**config.mk**
```make
export PLATFORM = sky130hd
export DESIGN_NAME = multi_timer
export DESIGN_NICKNAME = d
export VERILOG_FILES = /design/src/rtl/timer_pkg.sv /design/src/rtl/timer_channel.sv /design/src/rtl/multi_timer.sv
export SDC_FILE = /design/constraint.sdc
export NUM_CORES = 1
export LEC_CHECK = 0
export CORE_AREA = 2 2 252 155
export DETAILED_ROUTE_END_ITERATION = 8
export DIE_AREA = 0 0 254 157
export DONT_BUFFER_PORTS = 1
export SLEW_MARGIN = 20
export SYNTH_ARGS = -nofsm -noshare
export SYNTH_HDL_FRONTEND = slang
export SYNTH_SLANG_ARGS = --single-unit
```
**constraint.sdc**
```tcl
create_clock -name clk -period 3.7 [get_ports clk]
set_input_delay 0.74 -clock clk [delete_from_list [all_inputs] [get_ports clk]]
set_output_delay 0.74 -clock clk [all_outputs]
set_load 0.1 [all_outputs]
```
**src/rtl/timer_pkg.sv**
```systemverilog
// Shared definitions for the multi-channel timer: channel state encoding and mode constants.
package timer_pkg;

    typedef enum logic [1:0] {
        IDLE = 2'd0,
        RUN  = 2'd1,
        DONE = 2'd2
    } state_e;

    localparam logic MODE_PERIODIC = 1'b0;
    localparam logic MODE_ONESHOT  = 1'b1;

endpackage

```
**src/rtl/timer_channel.sv**
```systemverilog
// One timer channel: limit register, counter and IDLE/RUN/DONE state machine advanced by a shared tick.
module timer_channel
    import timer_pkg::*;
#(
    parameter int WIDTH = 32
) (
    input  logic             clk,
    input  logic             rst,
    input  logic             tick,
    input  logic             load,
    input  logic [WIDTH-1:0] limit_in,
    input  logic             mode,
    input  logic             start,
    input  logic             stop,
    output logic             running,
    output logic             done,
    output logic             pulse,
    output logic [WIDTH-1:0] count
);

    state_e           state_q, state_d;
    logic [WIDTH-1:0] limit_q, limit_d;
    logic [WIDTH-1:0] count_q, count_d;
    logic             mode_q, mode_d;
    logic             pulse_q, pulse_d;
    logic             running_q, done_q;

    // Next-state logic; stop overrides start, and start overrides tick handling.
    always_comb begin
        state_d = state_q;
        mode_d  = mode_q;
        count_d = count_q;
        pulse_d = 1'b0;
        if (load) begin
            limit_d = limit_in;
        end else begin
            limit_d = limit_q;
        end
        if (stop) begin
            state_d = IDLE;
            count_d = '0;
        end else if (start) begin
            state_d = RUN;
            count_d = '0;
            mode_d  = mode;
        end else begin
            case (state_q)
                RUN: begin
                    if (tick) begin
                        // >= rather than == so a limit lowered below count expires at once
                        if (count_q >= limit_q) begin
                            count_d = '0;
                            pulse_d = 1'b1;
                            state_d = (mode_q == MODE_PERIODIC) ? RUN : DONE;
                        end else begin
                            count_d = count_q + WIDTH'(1);
                        end
                    end else begin
                        count_d = count_q;
                    end
                end
                IDLE, DONE: begin
                    state_d = state_q;
                end
                default: begin
                    state_d = IDLE;
                    count_d = '0;
                end
            endcase
        end
    end

    // Channel registers; status flags are registered from the next state so done rises with the final pulse.
    always_ff @(posedge clk) begin
        if (rst) begin
            state_q   <= IDLE;
            limit_q   <= '0;
            count_q   <= '0;
            mode_q    <= MODE_PERIODIC;
            pulse_q   <= 1'b0;
            running_q <= 1'b0;
            done_q    <= 1'b0;
        end else begin
            state_q   <= state_d;
            limit_q   <= limit_d;
            count_q   <= count_d;
            mode_q    <= mode_d;
            pulse_q   <= pulse_d;
            running_q <= (state_d == RUN);
            done_q    <= (state_d == DONE);
        end
    end

    assign running = running_q;
    assign done    = done_q;
    assign pulse   = pulse_q;
    assign count   = count_q;

endmodule

```
**src/rtl/multi_timer.sv**
```systemverilog
// N-channel programmable timer sharing one prescaler. Define TIMER_PRESCALE_EN to enable the
// prescaler; without it every clk cycle is a tick and the prescale port is ignored.
module multi_timer
    import timer_pkg::*;
#(
    parameter int WIDTH     = 32,
    parameter int CHANNELS  = 4,
    parameter int PRE_WIDTH = 16
) (
    input  logic                      clk,
    input  logic                      rst,
    input  logic [PRE_WIDTH-1:0]      prescale,
    input  logic [CHANNELS-1:0]       load,
    input  logic [CHANNELS*WIDTH-1:0] limit,
    input  logic [CHANNELS-1:0]       mode,
    input  logic [CHANNELS-1:0]       start,
    input  logic [CHANNELS-1:0]       stop,
    output logic [CHANNELS-1:0]       running,
    output logic [CHANNELS-1:0]       done,
    output logic [CHANNELS-1:0]       pulse_out,
    output logic [CHANNELS*WIDTH-1:0] count
);

    logic tick_s;

`ifdef TIMER_PRESCALE_EN
    logic [PRE_WIDTH-1:0] pre_q, pre_d;

    // Free-running prescaler; its phase is shared by all channels and never reset by start.
    always_comb begin
        if (pre_q >= prescale) begin
            pre_d  = '0;
            tick_s = 1'b1;
        end else begin
            pre_d  = pre_q + PRE_WIDTH'(1);
            tick_s = 1'b0;
        end
    end

    // Prescaler register.
    always_ff @(posedge clk) begin
        if (rst) begin
            pre_q <= '0;
        end else begin
            pre_q <= pre_d;
        end
    end
`else
    logic unused_prescale_s;

    assign unused_prescale_s = ^prescale;
    assign tick_s            = 1'b1;
`endif

    for (genvar i = 0; i < CHANNELS; i++) begin : g_ch
        timer_channel #(
            .WIDTH(WIDTH)
        ) u_ch (
            .clk     (clk),
            .rst     (rst),
            .tick    (tick_s),
            .load    (load[i]),
            .limit_in(limit[i*WIDTH +: WIDTH]),
            .mode    (mode[i]),
            .start   (start[i]),
            .stop    (stop[i]),
            .running (running[i]),
            .done    (done[i]),
            .pulse   (pulse_out[i]),
            .count   (count[i*WIDTH +: WIDTH])
        );
    end

endmodule

```
### Yosys cells after proc, flatten, opt, wreduce, memory -nomap -nowiden

Cells that the tools add are included.

| storage, ports and cells | value |
|---|---|
| register bits after elaboration | 280 |
| input bits | 162 |
| output and inout port bits | 140 |
| word-level logic and storage cells | 112 |

| cells by class | value |
|---|---|
| add/sub/neg operators | 4 |
| $lt $le $gt $ge | 4 |
| equality and inequality tests | 16 |
| mux-type cells | 32 |
| bitwise gates (word level) | 8 |
| reductions and logical operators | 20 |

Operators with widths:

| operator | count |
|---|---|
| $pmux W32 S2 | 4 |
| $add A32 B1 Y32 const B | 4 |
| $ge A32 B32 Y1 | 4 |
| $mux W32 | 4 |
| $mux W2 | 16 |
| $eq A2 B1 Y1 const B | 8 |
| $eq A2 B2 Y1 const B | 8 |
| $pmux W2 S2 | 4 |
| $reduce_or A4 Y1 | 4 |
| $reduce_or A3 Y1 | 4 |
| $logic_not A2 Y1 | 4 |
| $not A1 Y1 | 8 |
| $reduce_and A2 Y1 | 4 |
| $reduce_or A2 Y1 | 4 |
| $mux W1 | 4 |

### Longest topological paths before layout

Gate-level depths: netlist (run 1).

| depth | value |
|---|---|
| depth in word-level cells | 6 |
| mapped depth | 11 |
| depth with buffers taken out | 9 |

### Cells and area by module

Synthesis (run 1) repeated with hierarchy kept, for this count alone.

| second synthesis, totals | value |
|---|---|
| cell total of the unflattened synthesis | 1801 |
| area total of the unflattened synthesis | 15558.7 um^2 |

Modules (own cells, without submodules):

| module | instances | cells an instance | area an instance (um^2) | seq. area each (um^2) |
|---|---|---|---|---|
| timer_channel | 4 | 450 | 3888.7 | 1401.3 |
| multi_timer | 1 | 1 | 3.8 | 0.0 |

### Worst setup path after synthesis (run 1)

OpenSTA, ideal clock, no wires.

| timing | value |
|---|---|
| path type | register to register |
| from | register g_ch[1].u_ch.count_q[19] |
| to | register g_ch[1].u_ch.count_q[14] |
| library setup time | 66 ps |
| data arrival time | 3343 ps |
| required time | 3634 ps |
| path slack | 292 ps |
| cell stages (with the launch flop) | 9 |
| buffers on the path | 0 |
| clock period less this slack | 3408 ps |
| cell sequence | dfxtp_1 ha_1 a21oi_1 o21ai_1 a221o_1 a2111o_1 or3_1 or4_1 nand3_1 |

| between the ends | value |
|---|---|
| word-level cells in the longest chain between the ends | 3 |

Ends and longest elaborated chain:

| element | line | text |
|---|---|---|
| start: declaration | timer_channel.sv:23 | `logic [WIDTH-1:0] count_q, count_d;` |
| start signal: assignment | timer_channel.sv:86 | `count_q <= count_d;` |
| $ge A32 B32 Y1 | timer_channel.sv:51 | `if (count_q >= limit_q) begin` |
| $mux W32 | timer_channel.sv:51 |  |
| $pmux W32 S2 | timer_channel.sv:47 | `case (state_q)` |

No other way between the ends.
A chain may end at the register's enable or synchronous reset.

### Worst setup path after layout (run 1)

| timing | value |
|---|---|
| from | register g_ch[3].u_ch.limit_q[11] |
| to | register g_ch[3].u_ch.count_q[31] |

| between the ends | value |
|---|---|
| word-level cells in the longest chain between the ends | 3 |

Ends and longest elaborated chain:

| element | line | text |
|---|---|---|
| start: declaration | timer_channel.sv:22 | `logic [WIDTH-1:0] limit_q, limit_d;` |
| start signal: assignment | timer_channel.sv:85 | `limit_q <= limit_d;` |
| $ge A32 B32 Y1 | timer_channel.sv:51 |  |
| $mux W32 | timer_channel.sv:51 |  |
| $pmux W32 S2 | timer_channel.sv:47 |  |
| end signal: assignment | timer_channel.sv:86 |  |
| end: declaration | timer_channel.sv:23 |  |

No other way between the ends.

==> flow_metrics.py, run 1 <==
metrics = {
    "cells_and_area": {
        "multi_input_area_um2": 8310,
        "num-nets-final": 2159,
        "stdcell_count": 2398,
        "regArea_um2": 5610,
        "n_antenna_cell": 0,
        "syn2layout_area_growth_pct": 15.9,
        "drive_above_1_share_pct": 11.5,
        "final_common_cell": "dfxtp_1",
        "layout_common_cells": "dfxtp_1 (280), nor2_1 (188), inv_1 (163), nand2_1 (158), mux2i_1 (142)",
        "n_fill_cell": 3667,
        "fin_util_pct": 46.1,
    },
    "timing": {
        "tightest_slew_ps": 1100,
        "fin_crit_ps": 3130,
        "setup_ws_ps": 568,
        "drv_slew": 0,
        "clock-skew-final_ps": 8.35,
        "hold_violations": 0,
        "rsz0062_at_grt": "no",
        "setup_viol": 0,
        "fin_crit_sh_pct": 84.7,
        "max_freq_mhz": 319,
        "maxSlewHeadroom_pct": 26.5,
        "fin_tns_setup_ps": 0,
    },
    "floorplan": {
        "io_pins": 302,
        "fp.coreArea_um2": 37300,
        "die_area_um2": 39900,
        "die_h_um": 157,
        "chipWidth_um": 254,
        "start_util_pct": 39.8,
        "std_cell_rows": 55,
    },
    "placement": {
        "pre_cts_ws_ps": 626,
        "place_congestion": 0.873,
        "port-buffer-count": 0,
        "placedCellCount": 2346,
        "dp_hpwl_um": 31900,
    },
    "synthesis": {
        "synth_top_family_by_area": "simple AND/OR/NAND/NOR gates",
        "synth_xor_area_share_pct": 1.30,
        "synth_fp_nets": 2062,
        "synth-simple-area-share_pct": 20.7,
        "netlist_instances": 1768,
        "ys_seq_elements": 280,
        "synth_top_area_share_pct": 37.7,
        "synth.area.mux_share_pct": 9.57,
        "synth_cell_type_count": 66,
        "ys_async_sr_fraction_pct": 0,
        "ys_seq_area_share_pct": 37.7,
        "synth_compound_gate_area_share_pct": 13.1,
        "ys.flop_type": "dfxtp_1",
        "synth.area.top_cells": "dfxtp_1 (38%), ha_1 (11%), mux2i_1 (9.6%)",
        "synth_top_area_cell": "dfxtp_1",
        "synth_area_per_cell_um2": 8.40,
        "ys.warnings.count": 0,
        "synth_fa_ha_area_share_pct": 11.1,
        "netlist_area_um2": 14900,
        "synth_edf_count": 0,
    },
    "clock_tree": {
        "cts_root_buffer": "clkbuf_16",
        "cts_buffers": 30,
        "cts_resized": 0,
        "clock_sinks": 280,
        "postCtsHoldBufs": 0,
        "clk_pin_slew_ps": 70,
        "htreeDepth": 1,
        "clockBufferDepth": 3,
        "cts_setup_buffers": 0,
        "cts_tree": "yes",
        "clock_latency_ps": 570,
    },
    "global_route": {
        "grt_use_met1_pct": 28.7,
        "grt_max_degree": 143,
        "met2_usage_pct": 30.9,
        "grt_usage_pct": 20.3,
        "antenna_found_initial": 0,
        "grt.met3_usage_pct": 5.41,
        "grt_overflow_total": 0,
        "top_usage_layer": "met2",
        "grt_pass1_wl_um": 64500,
        "grt_pass1_vias": 11600,
    },
    "flow_run": {
        "drv_cap": 0,
    },
    "outcome": {
        "status": "finished, final reports clean",
    },
    "critical_path": {
        "cp_slowest_cell": "or4_1",
        "crit_fanout": 26,
        "crit_top_cell": "a21oi_1",
        "crit_type": "flop to flop",
        "cp-end-kind": "flop",
        "crit_buf_inv": 2,
        "crit_chain": "inv_1, ha_1, a21oi_1, o21ai_0, a221oi_1, a21oi_1, or3_1, buf_4, or4_1, nand3_1",
        "r2r_start": "g_ch[3].u_ch.limit_q[11]",
        "setup.worst_path.start_class": "flop",
        "path_delay_family": "simple AND/OR/NAND/NOR gates",
        "max_stage_delay_ps": 520,
        "crit_start": "g_ch[3].u_ch.limit_q[11]",
        "cp.required_ps": 4200,
        "arrival_ps": 3630,
    },
    "pwr": {
        "p_int_mw": 5.07,
        "combinationalPowerShare_pct": 5.9,
        "p_leak_nw": 7.34,
        "seq_power_share_pct": 47.9,
        "clockPowerShare_pct": 46.3,
        "power_density_nw_per_um2": 385,
        "switching_share_pct": 23.4,
        "power_switching_mw": 1.55,
        "ir_worst_vdd_v": 0.000350,
    },
    "drt": {
        "wirelength_um": 42000,
        "ant_nets": 0,
        "drt_iter0_drc": 809,
        "dr.pass1.iters": 5,
        "vias": 12700,
        "drt-wirelength-per-cell_um": 17.5,
        "vias_per_cell": 5.29,
        "drc": 0,
    },
    "worst_hold_path": {
        "holdCritPathClass": "primary input to flop",
        "hp-start": "stop[0]",
    },
}
-- sequential cells by signal, indices dropped and copies added (netlist names) --
name / count
g_ch.u_ch.done: 4
g_ch.u_ch.count: 128
g_ch.u_ch.running: 4
g_ch.u_ch.state_q: 8
g_ch.u_ch.pulse: 4
g_ch.u_ch.mode_q: 4
g_ch.u_ch.limit_q: 128
-- power groups by stage --
stage	logic, mW	clock network, mW	registers [mW]
3_3_place_gp	0.373	0	3.23
2_1_floorplan	0.372	0	3.21
3_5_place_dp	0.388	0	3.24
4_1_cts	0.392	3.16	3.17
5_1_grt	0.448	3.28	3.18
6_report	0.388	3.06	3.17
-- cell usage after synthesis (all sizes together) (7+ instances only) --
cell type	count
and2	8
a31oi	33
a21o	26
nor2	190
or2	12
o21a	7
nand4	35
nor3	25
o21ai	79
nand3	92
nand2b	19
a21oi	97
a22o	8
dfxtp	280
o311ai	18
nand2	158
inv	163
clkbuf	39
buf	37
and4	11
mux2i	142
or3	33
ha	132
xor2	16
and3	24
nor4	11
o211ai	7
-- stage by stage --
step	cell area, um2	hold WS [ps]	total power, mW
floorplan	14900	460	3.58
global placement	16200	472	3.61
detailed placement	16200	480	3.62
CTS	17200	208	6.72
global route	17200	221	6.91
finish	17200	249	6.62
-- kinds of logic after synthesis --
family,after synthesis
xor+xnor,22
buf+inv,239
fa+ha+maj,132
compound gates,313
mux,142
simple gates,640
flops,280
-- metal layers --
layer / vias to the layer above / wire length [um]
li1: 6382 / -
met1: 5892 / 20100
met2: 347 / 17900
met3: 57 / 3060
met4: 0 / 973
met5: - / 0
-- cell type report --
class / count / area share (%)
repair buffers: 141 / 6.15
inverters: 163 / 3.55
clock buffers: 39 / 4.86
multi-input cells: 1249 / 48.3
well taps: 513 / 3.73
clock inverters: 13 / 0.843
flip-flops and latches: 280 / 32.6
-- worst reg2reg max path: cells and delay by family (launching register included) --
family | cells | cell delay, ps
AOI/OAI and AO/OA | 4 | 950
adders and majority gates | 1 | 310
buffers and inverters | 2 | 310
DFF | 1 | 350
and+or+nand+nor | 3 | 1160
-- final timing paths --
| kind | cells past startpoint | to | slack, ps |
|---|---|---|---|
| setup / recovery | 10 | g_ch[3].u_ch.count[31] | 570 |
| hold / removal | 1 | g_ch[0].u_ch.state_q[0] | 250 |
| setup reg to reg | 10 | g_ch[3].u_ch.count[31] | 570 |
| hold reg to reg | 2 | g_ch[1].u_ch.limit_q[13] | 490 |
No activity file was read; power rests on OpenSTA's default activity.
==> run 2: changes to the inputs <==
Clock period 3.7 ns to 3.3 ns, I/O delays scaled along.
==> run 2 against run 1 <==
Against the previous run: clock power increased by 9.8%; fmax rose by 0.84%; worst setup slack worse by 370 ps; sequential share of layout area down 0.16 points; critical path depth fell by 1; worst hold slack got worse by 94 ps; largest power group unchanged; cell count up 0.67%; non-clock buffer count grew 13; power grew 11%; sequential cell count stayed put; via count is 1.5% higher; critical endpoint is now g_ch[1].u_ch.count[19]; register-to-register slack lost 370 ps.
==> flow_metrics.py, run 2 (same netlist as run 1, synthesis figures left out) <==
metrics = {
    "pwr": {
        "clockPowerShare_pct": 45.7,
        "p_int_mw": 5.61,
        "ir_worst_vdd_v": 0.000345,
        "switching_share_pct": 23.7,
        "p_leak_nw": 7.41,
        "power_switching_mw": 1.74,
        "seq_power_share_pct": 48.4,
        "combinationalPowerShare_pct": 5.9,
        "power_density_nw_per_um2": 424,
    },
    "critical_path": {
        "crit_chain": "inv_1, ha_1, a21oi_1, o21ai_1, a221o_1, a2111o_1, or3_1, buf_4, o311ai_0",
        "max_stage_delay_ps": 520,
        "crit_fanout": 8,
        "cp.required_ps": 3720,
        "cp_slowest_cell": "or3_1",
        "path_delay_family": "compound AO/OA/AOI/OAI gates",
        "ff2ff_setup_slack_ps": 190,
        "crit_start": "g_ch[1].u_ch.limit_q[19]",
        "r2r_start": "g_ch[1].u_ch.limit_q[19]",
        "crit_type": "flop to flop",
        "cp-end-kind": "flop",
        "setup.worst_path.start_class": "flop",
        "crit_buf_inv": 2,
        "arrival_ps": 3520,
    },
    "drt": {
        "drc": 0,
        "ant_nets": 0,
        "vias_per_cell": 5.33,
        "drt_iter0_drc": 863,
        "vias": 12900,
        "wirelength_um": 42400,
        "drt-wirelength-per-cell_um": 17.6,
        "dr.pass1.iters": 6,
    },
    "cells_and_area": {
        "layout_common_cells": "dfxtp_1 (273), nor2_1 (188), inv_1 (163), nand2_1 (158), buf_4 (153)",
        "design_area_um2": 17300,
        "final_common_cell": "dfxtp_1",
        "syn2layout_area_growth_pct": 16.7,
        "drive_above_1_share_pct": 12.4,
        "num-nets-final": 2172,
    },
    "placement": {
        "port-buffer-count": 0,
        "place_congestion": 0.863,
        "placed_cell_area_um2": 16400,
        "dp_hpwl_um": 32200,
    },
    "clock_tree": {
        "cts_tree": "yes",
        "cts_setup_buffers": 0,
        "postCtsHoldBufs": 0,
        "cts_root_buffer": "clkbuf_16",
        "clockBufferDepth": 3,
        "clock_latency_ps": 570,
        "clock_sinks": 280,
        "cts_resized": 0,
        "htreeDepth": 1,
        "cts_buffers": 30,
        "clk_pin_slew_ps": 70,
    },
    "timing": {
        "fin_tns_setup_ps": 0,
        "drv_slew": 0,
        "fin_crit_ps": 3110,
        "tightest_slew_ps": 1060,
        "setup_viol": 0,
        "hold_violations": 0,
        "maxSlewHeadroom_pct": 29.3,
        "clock-skew-final_ps": 12.9,
        "rsz0062_at_grt": "no",
        "fin_crit_sh_pct": 94.1,
        "max_freq_mhz": 322,
    },
    "floorplan": {
        "std_cell_rows": 55,
        "start_util_pct": 39.8,
        "die_h_um": 157,
        "die_area_um2": 39900,
        "chipWidth_um": 254,
        "io_pins": 302,
        "fp.coreArea_um2": 37300,
    },
    "outcome": {
        "status": "finished, final reports clean",
    },
    "worst_hold_path": {
        "holdCritPathClass": "primary input to flop",
        "hp-start": "stop[0]",
    },
    "global_route": {
        "grt_pass1_wl_um": 66100,
        "antenna_found_initial": 0,
        "grt_usage_pct": 20.7,
        "grt_pass1_vias": 12000,
        "grt_overflow_total": 0,
        "grt_max_degree": 143,
    },
    "flow_run": {
        "drv_cap": 0,
    },
}
==> run 2: power groups by stage <==
| stage | Clock [mW] | Combinational (mW) | Sequential, mW |
|---|---|---|---|
| finish | 3.36 | 0.436 | 3.55 |
| floorplan | 0 | 0.417 | 3.60 |
| CTS | 3.48 | 0.438 | 3.55 |
| detailed placement | 0 | 0.434 | 3.63 |
| global placement | 0 | 0.419 | 3.63 |
| global route | 3.62 | 0.498 | 3.56 |
==> run 2: layer usage <==
metal / share of wire, % / global-route usage (%) / vias to the layer above / wire, um
li1: - / - / 6427 / -
met1: 47 / 29.1 / 6021 / 20000
met2: 43 / 31.9 / 356 / 18300
met3: 7.0 / 4.78 / 61 / 2980
met4: 2.5 / 5.24 / 0 / 1040
met5: 0 / 0 / - / 0
==> run 2: worst paths after layout <==
path / end / depth (start not counted)
max reg2reg: g_ch[1].u_ch.count[19] / 9
max: g_ch[1].u_ch.count[19] / 9
min reg2reg: g_ch[1].u_ch.limit_q[17] / 2
min: g_ch[0].u_ch.state_q[0] / 1
==> run 2: stage by stage <==
stage | power, mW | std cells | utilization [%] | worst slack, ps | hold slack, ps
after global routing | 7.69 | 2413 | 46.4 | 58.5 | 130
after global placement | 4.04 | 2359 | 43.8 | 310 | 474
after floorplan | 4.02 | 1768 | - | 41.1 | 460
after CTS | 7.47 | 2413 | 46.4 | 164 | 124
final | 7.35 | 2414 | 46.5 | 194 | 154
after detailed placement | 4.06 | 2359 | 43.8 | 234 | 482
==> run 2: worst register-to-register path, stage by stage, from the launching register on <==
cell and delay [ps]:
dfxtp_1 330, inv_1 50, ha_1 290, a21oi_1 140, o21ai_1 90, a221o_1 380, a2111o_1 500, or3_1 530
buf_4 220, o311ai_0 430
==> run 2: layout make-up <==
type | instances | area (um2)
clock buffers | 47 | 926
inverters | 163 | 612
diodes | 1 | 2.50
multi-input cells | 1249 | 8310
fillers | 3631 | 20000
repair buffers | 154 | 1170
flip-flops and latches | 280 | 5610
clock inverters | 7 | 47.5
well taps | 513 | 642
